--- src/rtl/scoreboard_pkg.sv ---
// Shared defaults and FSM state type for the register scoreboard.
package scoreboard_pkg;

   localparam int SB_NREGS = 32;
   localparam int SB_AW    = 5;
   localparam int SB_CW    = 2;

   typedef enum logic [0:0] {
      ST_RUN   = 1'b0,
      ST_DRAIN = 1'b1
   } sb_state_e;

endpackage

--- src/rtl/sb_reg_counter.sv ---
// Per-register in-flight write counter; saturates at 2^CW-1 and refuses to
// decrement below zero, reporting the attempt on underflow.
module sb_reg_counter import scoreboard_pkg::*; #(
   parameter int CW = SB_CW
) (
   input  logic          clk,
   input  logic          rst,
   input  logic          clr,
   input  logic          inc,
   input  logic          dec,
   output logic [CW-1:0] count,
   output logic          inc_done,
   output logic          dec_done,
   output logic          underflow
);

   localparam logic [CW-1:0] MAXP = '1;

   assign inc_done  = inc && (count != MAXP);
   assign dec_done  = dec && (count != '0);
   assign underflow = dec && (count == '0);

   // A simultaneous increment and decrement cancel and leave the count alone.
   always_ff @(posedge clk or posedge rst) begin
      if (rst)
         count <= '0;
      else if (clr)
         count <= '0;
      else if (inc_done && !dec_done)
         count <= count + 1'b1;
      else if (dec_done && !inc_done)
         count <= count - 1'b1;
   end

endmodule

--- src/rtl/reg_scoreboard.sv ---
// In-order issue scoreboard: tracks pending register writes and gates issue on
// RAW/overflow hazards. Optional feature macro: SB_WB_BYPASS_EN.
module reg_scoreboard import scoreboard_pkg::*; #(
   parameter int NREGS = SB_NREGS,
   parameter int AW    = SB_AW,
   parameter int CW    = SB_CW
) (
   input  logic             clk,
   input  logic             rst,
   input  logic             issue_valid,
   output logic             issue_ready,
   input  logic [AW-1:0]    issue_rs,
   input  logic [AW-1:0]    issue_rt,
   input  logic             issue_rs_used,
   input  logic             issue_rt_used,
   input  logic [AW-1:0]    issue_rd,
   input  logic             issue_rd_wr,
   input  logic             wb_valid,
   input  logic [AW-1:0]    wb_rd,
   input  logic             drain_req,
   output logic             drain_done,
   input  logic             flush,
   output logic [NREGS-1:0] busy_mask,
   output logic [AW+CW-1:0] outstanding,
   output logic             err_underflow
);

   localparam int OW = AW + CW;
   localparam logic [CW-1:0] MAXP    = '1;
   localparam logic [OW-1:0] OUT_ONE = OW'(1);

   sb_state_e state;

   logic [NREGS-1:0][CW-1:0] cnt;
   logic [NREGS-1:1]         inc_vec, dec_vec;
   logic [NREGS-1:1]         inc_done_vec, dec_done_vec, uf_vec;
   logic [CW-1:0]            rs_cnt, rt_cnt;
   logic                     rs_haz, rt_haz, rd_haz;
   logic                     issue_fire, inc_any, dec_any;

   assign cnt[0] = '0;

   // Source counts seen by the hazard check; the bypass variant credits a
   // writeback landing this cycle so the consumer can issue alongside it.
   always_comb begin
      rs_cnt = cnt[issue_rs];
      rt_cnt = cnt[issue_rt];
`ifdef SB_WB_BYPASS_EN
      if (wb_valid && (wb_rd == issue_rs) && (rs_cnt != '0))
         rs_cnt = rs_cnt - 1'b1;
      if (wb_valid && (wb_rd == issue_rt) && (rt_cnt != '0))
         rt_cnt = rt_cnt - 1'b1;
`endif
   end

   assign rs_haz = issue_rs_used && (issue_rs != '0) && (rs_cnt != '0);
   assign rt_haz = issue_rt_used && (issue_rt != '0) && (rt_cnt != '0);
   assign rd_haz = issue_rd_wr && (issue_rd != '0) && (cnt[issue_rd] == MAXP);

   assign issue_ready = (state == ST_RUN) && !rs_haz && !rt_haz && !rd_haz && !flush;
   assign issue_fire  = issue_valid && issue_ready;

   for (genvar i = 1; i < NREGS; i++) begin : g_reg
      localparam logic [AW-1:0] IDX = AW'(i);

      assign inc_vec[i] = issue_fire && issue_rd_wr && (issue_rd == IDX);
      assign dec_vec[i] = wb_valid && !flush && (wb_rd == IDX);

      sb_reg_counter #(.CW(CW)) u_cnt (
         .clk       (clk),
         .rst       (rst),
         .clr       (flush),
         .inc       (inc_vec[i]),
         .dec       (dec_vec[i]),
         .count     (cnt[i]),
         .inc_done  (inc_done_vec[i]),
         .dec_done  (dec_done_vec[i]),
         .underflow (uf_vec[i])
      );
   end

   always_comb begin
      busy_mask = '0;
      for (int i = 0; i < NREGS; i++)
         busy_mask[i] = (cnt[i] != '0);
   end

   assign inc_any = |inc_done_vec;
   assign dec_any = |dec_done_vec;

   // Running total kept in lockstep with the counters instead of an adder tree.
   always_ff @(posedge clk or posedge rst) begin
      if (rst)
         outstanding <= '0;
      else if (flush)
         outstanding <= '0;
      else if (inc_any && !dec_any)
         outstanding <= outstanding + OUT_ONE;
      else if (dec_any && !inc_any)
         outstanding <= outstanding - OUT_ONE;
   end

   always_ff @(posedge clk or posedge rst) begin
      if (rst)
         err_underflow <= 1'b0;
      else if (|uf_vec)
         err_underflow <= 1'b1;
   end

   always_ff @(posedge clk or posedge rst) begin
      if (rst) begin
         state      <= ST_RUN;
         drain_done <= 1'b0;
      end else begin
         drain_done <= 1'b0;
         case (state)
            ST_RUN: begin
               if (drain_req)
                  state <= ST_DRAIN;
            end
            ST_DRAIN: begin
               if ((outstanding == '0) || flush) begin
                  state      <= ST_RUN;
                  drain_done <= 1'b1;
               end
            end
            default: state <= ST_RUN;
         endcase
      end
   end

endmodule

--- config.mk ---
export PLATFORM = sky130hd
export DESIGN_NAME = reg_scoreboard
export DESIGN_NICKNAME = d
export VERILOG_FILES = /design/src/rtl/scoreboard_pkg.sv /design/src/rtl/sb_reg_counter.sv /design/src/rtl/reg_scoreboard.sv
export SDC_FILE = /design/constraint.sdc
export NUM_CORES = 1
export LEC_CHECK = 0
export ABC_AREA = 1
export BUFFER_PORTS_ARGS = -buffer_cell sky130_fd_sc_hd__buf_2
export CAP_MARGIN = 20
export CELL_PAD_IN_SITES_DETAIL_PLACEMENT = 0
export CELL_PAD_IN_SITES_GLOBAL_PLACEMENT = 1
export CORE_MARGIN = 2
export CORE_UTILIZATION = 25
export CTS_CLUSTER_DIAMETER = 200
export DETAILED_ROUTE_END_ITERATION = 7
export PLACE_DENSITY_LB_ADDON = 0.1
export SKIP_LAST_GASP = 1
export SYNTH_ARGS = -nofsm -noshare
export SYNTH_HDL_FRONTEND = slang
export SYNTH_HIERARCHICAL = 1
export SYNTH_SLANG_ARGS = --single-unit
--- constraint.sdc ---
create_clock -name clk -period 10.36 [get_ports clk]
set_clock_uncertainty 0.05 [all_clocks]
set_input_delay 3.108 -clock clk [delete_from_list [all_inputs] [get_ports clk]]
set_output_delay 3.108 -clock clk [all_outputs]
set_load 0.01 [all_outputs]
### Word level (Yosys, flattened, before mapping)

Cells that the tools add are included.

* bitwise gates (word level): 1
* $add $sub $neg: 64
* muxes and demuxes: 107
* order comparisons: 3
* equal/unequal tests: 94
* reductions and logical operators: 404

Operators with widths (number)
* logical AND 1 bit: 232
* 2-to-1 mux 2 bit: 96
* equality test 5 bit (second input constant): 32
* nonzero test 3 bit: 32
* OR reduction 31 bit: 3
* equality test 5 x 4 -> 1 bit (second input constant): 16
* logical NOT 1 bit: 68
* nonzero test 2 bit: 33
* adder 2 x 1 -> 2 bit (second input constant): 31
* logical NOT 2 bit: 31
* != test 2 bit (second input constant): 31
* subtractor 2 x 1 -> 2 bit (second input constant): 31
* equality test 5 x 3 -> 1 bit (second input constant): 8
* binary-select mux 2 bit (select 5 bit): 3
* 2-to-1 mux 7 bit: 3
* equality test 5 x 2 -> 1 bit (second input constant): 4
* < comparator 5 x 6 -> 1 bit (second input constant): 3
* nonzero test 5 bit: 3
* equality test 5 x 1 -> 1 bit (second input constant): 2
* adder 7 x 1 -> 7 bit (second input constant): 1
* logical NOT 7 bit: 1
* subtractor 7 x 1 -> 7 bit (second input constant): 1
* 2-to-1 mux 1 bit: 4
* equality test 2 bit (second input constant): 1
* other kinds (3): 3

* flip-flop bits (word level): 72

### Logic depth before layout (Yosys ltp)

* depth after elaboration: 19
* gate-level depth with buffers: 36

### Hierarchy

The synthesis kept the hierarchy.

Modules (own cells, without submodules)
* sb_reg_counter: instances 31, sequential area each 50.0 um2, area an instance 158.9 um2, cells each 26
* reg_scoreboard: instances 1, sequential area each 250.2 um2, area an instance 3259.4 um2, cells each 696

### Worst setup path before layout

Ideal clock, no wire load.

* kind: input to output
* from: in issue_rd[1]
* to: out issue_ready
* required time: 7.202 ns
* buffers on the path: 2
* arrival: 4.106 ns
* stages: 13
* path slack: 3.096 ns
* cells stage by stage: buf_4 > clkbuf_1 > nand2_1 > nand3_1 > nand2_1 > nand2_1 > inv_1 > nand2_1 > nand2_1 > nand2_1 > nand2_1 > nand2_1 > nor2_2

* cells in the longest elaborated chain, start to end: 7
* elaborated cells on any way between the ends: 9
* those cells by class: eq/ne (1); mux (2); reduce/logical (6)

Ends and longest elaborated chain
* start: declaration: RTL line reg_scoreboard.sv:16 `input logic [AW-1:0] issue_rd,`
* binary-select mux 2 bit (select 5 bit): RTL line reg_scoreboard.sv:58 `assign rd_haz = issue_rd_wr && (issue_rd != '0) && (cnt[issue_rd] == MAXP);`
* 2-to-1 mux 2 bit (implied by the code): RTL line reg_scoreboard.sv:58
* equality test 2 bit: RTL line reg_scoreboard.sv:58
* logical AND 1 bit *: RTL line reg_scoreboard.sv:58
* logical NOT 1 bit *: RTL line reg_scoreboard.sv:60 `assign issue_ready = (state == ST_RUN) && !rs_haz && !rt_haz && !rd_haz && !flush;`
* logical AND 1 bit * (2 in series): RTL line reg_scoreboard.sv:60
* end: declaration: RTL line reg_scoreboard.sv:11 `output logic issue_ready,`

Every way passes the cells marked *; elsewhere a longest branch is shown, timed or not. The select of a mux whose other input is x is not followed.

### Worst setup path in the final report

* from: in issue_rd[0]
* to: out issue_ready

The elaborated chain is that of the path after synthesis.

==> results_tabular.tex <==
\begin{tabular}{lr}
\hline
Metric & Value \\
\hline
\multicolumn{2}{l}{\textbf{Synth}} \\
\quad Commonest register cell after synthesis & sky130\_fd\_sc\_hd\_\_dfrtp\_1 \\
\quad Synthesized net count & 1569 \\
\quad Most frequent cells after synthesis & 410 x sky130\_fd\_sc\_hd\_\_nand2\_1, 304 x sky130\_fd\_sc\_hd\_\_inv\_1, 273 x sky130\_fd\_sc\_hd\_\_nor2\_1 \\
\quad Average instance area after synthesis & 5.450 µm² \\
\quad Mapped Area & 8185 µm² \\
\quad Most repeated cell in the gate-level netlist after synthesis & sky130\_fd\_sc\_hd\_\_nand2\_1 \\
\quad Post-Synthesis Cells & 1502 \\
\quad Distinct cell type count of the synthesized netlist & 31 \\
\quad Post-synthesis async set-or-reset flop share & 1.000 \\
\quad Proportion of synthesized chip area in sequential cells & 0.2201 \\
\quad Number of enable-type register cells in the synthesized netlist & 0 \\
\quad Yosys reg bits & 72 \\
\quad Biggest area consumer among synthesized cells & sky130\_fd\_sc\_hd\_\_dfrtp\_1 \\
\quad Top cells by area, synth & sky130\_fd\_sc\_hd\_\_dfrtp\_1 22\%, sky130\_fd\_sc\_hd\_\_nand2\_1 19\%, sky130\_fd\_sc\_hd\_\_inv\_1 14\%, sky130\_fd\_sc\_hd\_\_nor2\_1 13\%, sky130\_fd\_sc\_hd\_\_nand3\_1 8.1\% \\
\quad Top-area cell type share of the netlist area & 0.2201 \\
\quad Yosys warning total & 6 \\
\multicolumn{2}{l}{\textbf{Power}} \\
\quad Cell internal power dissipation & 0.5418 mW \\
\quad Standby leakage power & 4.947 nW \\
\quad Clock group share of total power & 0.385 \\
\quad Switching power share of the total & 0.3361 \\
\quad Sequential Power Share & 0.384 \\
\quad Power dissipated by switching net loads & 0.2742 mW \\
\quad VDD IR-drop max & 0.07627 mV \\
\quad Power Density & 88.48 nW/µm² \\
\quad Logic gate share of total power & 0.231 \\
\multicolumn{2}{l}{\textbf{Routing}} \\
\quad Final wirelength & 32.00 mm \\
\quad Routed wire length per instance & 15.93 µm \\
\quad Number of nets with antenna violations after routing & 0 \\
\quad Vias/cell & 4.487 \\
\quad First-pass iteration count of the detailed router & 5 \\
\quad Remaining routing DRC violations & 0 \\
\quad Number of vias in the routed layout & 9015 \\
\quad DR iter-0 viols & 501 \\
\multicolumn{2}{l}{\textbf{Clock tree}} \\
\quad Num Clock Sinks & 72 \\
\quad Post-cts hold buffer count & 0 \\
\quad Post-CTS Setup Repair Bufs & 0 \\
\quad Cell chosen for the clock root & sky130\_fd\_sc\_hd\_\_clkbuf\_16 \\
\quad Buffer levels on the longest clock path & 2 \\
\quad Clock latency on the worst-skew pair & 0.37 ns \\
\quad Clock tree from TritonCTS & built \\
\quad Worst-path clk slew & 0.06 ns \\
\quad CTS H-tree depth & 3 \\
\quad Cells resized by post-CTS repair & 0 \\
\quad Clock buffer count from CTS & 9 \\
\multicolumn{2}{l}{\textbf{Floorplan}} \\
\quad Total number of placement rows & 66 \\
\quad Floorplan die width & 184.9 µm \\
\quad Die area & 34200 µm² \\
\quad Vert. Die Dim & 184.9 µm \\
\quad Standard cell core area & 32370 µm² \\
\quad Starting density of the core & 0.2529 \\
\quad Ports & 71 \\
\multicolumn{2}{l}{\textbf{Setup path}} \\
\quad Most common cell type on the critical path & sky130\_fd\_sc\_hd\_\_nand2\_1 \\
\quad Worst Path Arrival & 5.20 ns \\
\quad Worst reg2reg path endpoint & outstanding[6]\$\_DFFE\_PP0P\_ \\
\quad Required time of the critical path & 7.20 ns \\
\quad Max FO, Critical Path & 38 \\
\quad Worst Reg2Reg Path Length in Cells & 31 \\
\quad Classification of the worst setup path & in -> out \\
\quad Largest stage delay, worst path & 0.56 ns \\
\quad Register-to-register setup slack & 5.14 ns \\
\quad Worst-path cell with the longest stage delay & sky130\_fd\_sc\_hd\_\_buf\_2 \\
\quad Critical Path Source & issue\_rd[0] \\
\quad CP endpoint kind & output pin \\
\quad Worst flop-to-flop path startpoint & g\_reg[25].u\_cnt/count[0]\$\_DFFE\_PP0P\_ \\
\quad Worst-path cell chain & buf\_2 -> inv\_2 -> nand2\_1 -> inv\_1 -> nand2\_1 -> nand3\_1 -> nand2\_1 -> nand4\_1 -> nand2\_1 -> nand2\_1 -> nand2\_1 -> nand2\_1 -> nor2\_2 -> buf\_2 \\
\quad Capturing instance or port of the critical path & issue\_ready \\
\quad Startpoint Class & primary input \\
\multicolumn{2}{l}{\textbf{Timing}} \\
\quad Min cycle time layout & 8.360 ns \\
\quad Transition time at the pin with the least slew margin & 0.9699 ns \\
\quad Number of failing setup endpoints in the final timing report & 0 \\
\quad Count of endpoints failing hold in the final timing report & 0 \\
\quad Worst slew margin relative to its limit & 0.3510 \\
\quad Highest clock rate & 119.6 MHz \\
\quad Total count of max-transition violations in the final report & 0 \\
\quad Post-Route Setup TNS & 0 ns \\
\quad Fraction of the cycle the final worst path needs & 0.8069 \\
\quad Setup repair after global routing missed its margin & no \\
\multicolumn{2}{l}{\textbf{Placement}} \\
\quad Dpl cell area & 8937 µm² \\
\quad Placer congestion estimate & 0.8470 \\
\quad Buffers added on ports & 69 \\
\quad HPWL Detailed & 25.41 mm \\
\multicolumn{2}{l}{\textbf{Flow run}} \\
\quad Max-capacitance violation count & 0 \\
\multicolumn{2}{l}{\textbf{Finish}} \\
\quad Antenna diode instance count & 0 \\
\quad Sequential standard cell area & 1802 µm² \\
\quad Cell area after layout & 9223 µm² \\
\quad Number of filler instances in the final layout & 3868 \\
\quad Multi-input logic area & 4923 µm² \\
\quad Layout overhead on the synthesized area & 12.67\% \\
\quad Ratio of cells with drive above 1 in the final layout & 0.09381 \\
\quad Net count of the finished layout & 1629 \\
\multicolumn{2}{l}{\textbf{Global route}} \\
\quad Pin count of the biggest net entering global routing & 63 \\
\quad Global-route wire length before repair & 48.91 mm \\
\quad Number of antenna violations at the first check in global routing & 0 \\
\quad Total grt overflow & 0 \\
\quad Global-route usage over all layers & 0.1912 \\
\quad Vias in the first global route & 8561 \\
\multicolumn{2}{l}{\textbf{Min path}} \\
\quad Class of the tightest hold or removal check & reg -> reg \\
\multicolumn{2}{l}{\textbf{Status}} \\
\quad Result of the run & finished clean \\
\hline
\end{tabular}
cell usage in the layout, fill, tap and decap left out, types with 2 or more instances in the layout:
master                      instances
sky130_fd_sc_hd__nand2_1          410
sky130_fd_sc_hd__inv_1            304
sky130_fd_sc_hd__nor2_1           273
sky130_fd_sc_hd__nand3_1          133
sky130_fd_sc_hd__dfrtp_1           72
sky130_fd_sc_hd__buf_2             69
sky130_fd_sc_hd__nor3_1            65
sky130_fd_sc_hd__a21oi_1           42
sky130_fd_sc_hd__inv_2             42
sky130_fd_sc_hd__ha_1              37
sky130_fd_sc_hd__a21boi_0          33
sky130_fd_sc_hd__nor2_2            13
sky130_fd_sc_hd__o21ai_1           11
sky130_fd_sc_hd__nor4_1            10
sky130_fd_sc_hd__clkbuf_16          9
sky130_fd_sc_hd__nand4_1            7
sky130_fd_sc_hd__o21ai_0            6
sky130_fd_sc_hd__a31oi_1            3
sky130_fd_sc_hd__xor2_1             3
sky130_fd_sc_hd__nand3b_1           3
sky130_fd_sc_hd__clkbuf_8           3
sky130_fd_sc_hd__clkinv_2           3
sky130_fd_sc_hd__nor3b_1            2
sky130_fd_sc_hd__nor2_4             2
sky130_fd_sc_hd__or2_2              2
sky130_fd_sc_hd__nand2_2            2
sky130_fd_sc_hd__buf_4              2
state kept, by name, summed over array words and instances, names as in the netlist:
register and count:
outstanding 7, state 1, g.u_cnt/count 62, drain_done 1
err_underflow 1
stage by stage:
stage                     power [mW]  setup WS, ns  hold WS [ns]    util  cells
after floorplan               0.4431         3.096        0.4430       -   1502
after global placement        0.5107         1.779        0.4759  0.2761   1993
after detailed placement      0.5093         1.748        0.4678  0.2761   1993
after CTS                     0.8362         2.056        0.4966  0.2849   2009
after global routing          0.8703         1.554        0.5250  0.2849   2009
final                         0.8160         2.000        0.4901  0.2849   2009
worst min-delay path by stage:
| stage | endpoint | cells past startpoint | start |
|---|---|---|---|
| final | state$_DFF_PP0_ | 2 | state$_DFF_PP0_ |
| after global routing | outstanding[5]$_DFFE_PP0P_ | 2 | outstanding[5]$_DFFE_PP0P_ |
| after CTS | err_underflow$_DFFE_PP0P_ | 1 | err_underflow$_DFFE_PP0P_ |
| after detailed placement | err_underflow$_DFFE_PP0P_ | 1 | err_underflow$_DFFE_PP0P_ |
| after global placement | state$_DFF_PP0_ | 2 | state$_DFF_PP0_ |
| after floorplan | state$_DFF_PP0_ | 2 | state$_DFF_PP0_ |
area by class of cell:
cell class,count,area share
inverters,346,0.1408
clock buffers,13,0.02930
clock inverters,3,0.001628
multi-input cells,1062,0.5338
flip-flops and latches,72,0.1954
repair buffers,71,0.03907
well taps,442,0.05996
cells by family (layout without fill, tap and decap cells):
| logic type | Yosys count | after routing | synth area share |
|---|---|---|---|
| adders and majority gates | 38 | 38 | 0.05900 |
| DFF | 72 | 72 | 0.2201 |
| other | 1 | 1 | 0.0004581 |
| xor gates and xnor gates | 3 | 3 | 0.003211 |
| AOI/OAI and AO/OA | 97 | 97 | 0.07047 |
| and+or+nand+nor | 923 | 923 | 0.4684 |
| buffers and inverters | 368 | 433 | 0.1784 |
metal layers:
metal	vias up	GRT usage	share of wire
met5	-	0	0
met2	161	0.3279	0.48
met4	0	0.05429	0.019
li1	4673	-	-
met1	4154	0.2480	0.47
met3	27	0.02890	0.036
power groups by stage:
stage / logic, mW / clock network [mW] / registers [mW]
finish: 0.188 / 0.314 / 0.314
global route: 0.215 / 0.339 / 0.316
CTS: 0.191 / 0.331 / 0.314
detailed placement: 0.190 / 0 / 0.320
global placement: 0.192 / 0 / 0.319
floorplan: 0.123 / 0 / 0.320
worst max-delay path, delay by kind of cell:
kind,cells,cell delay [ns]
AND/OR/NAND/NOR,10,0.82
buffers and inverters,4,1.23
(Power assumes the default switching activity.)
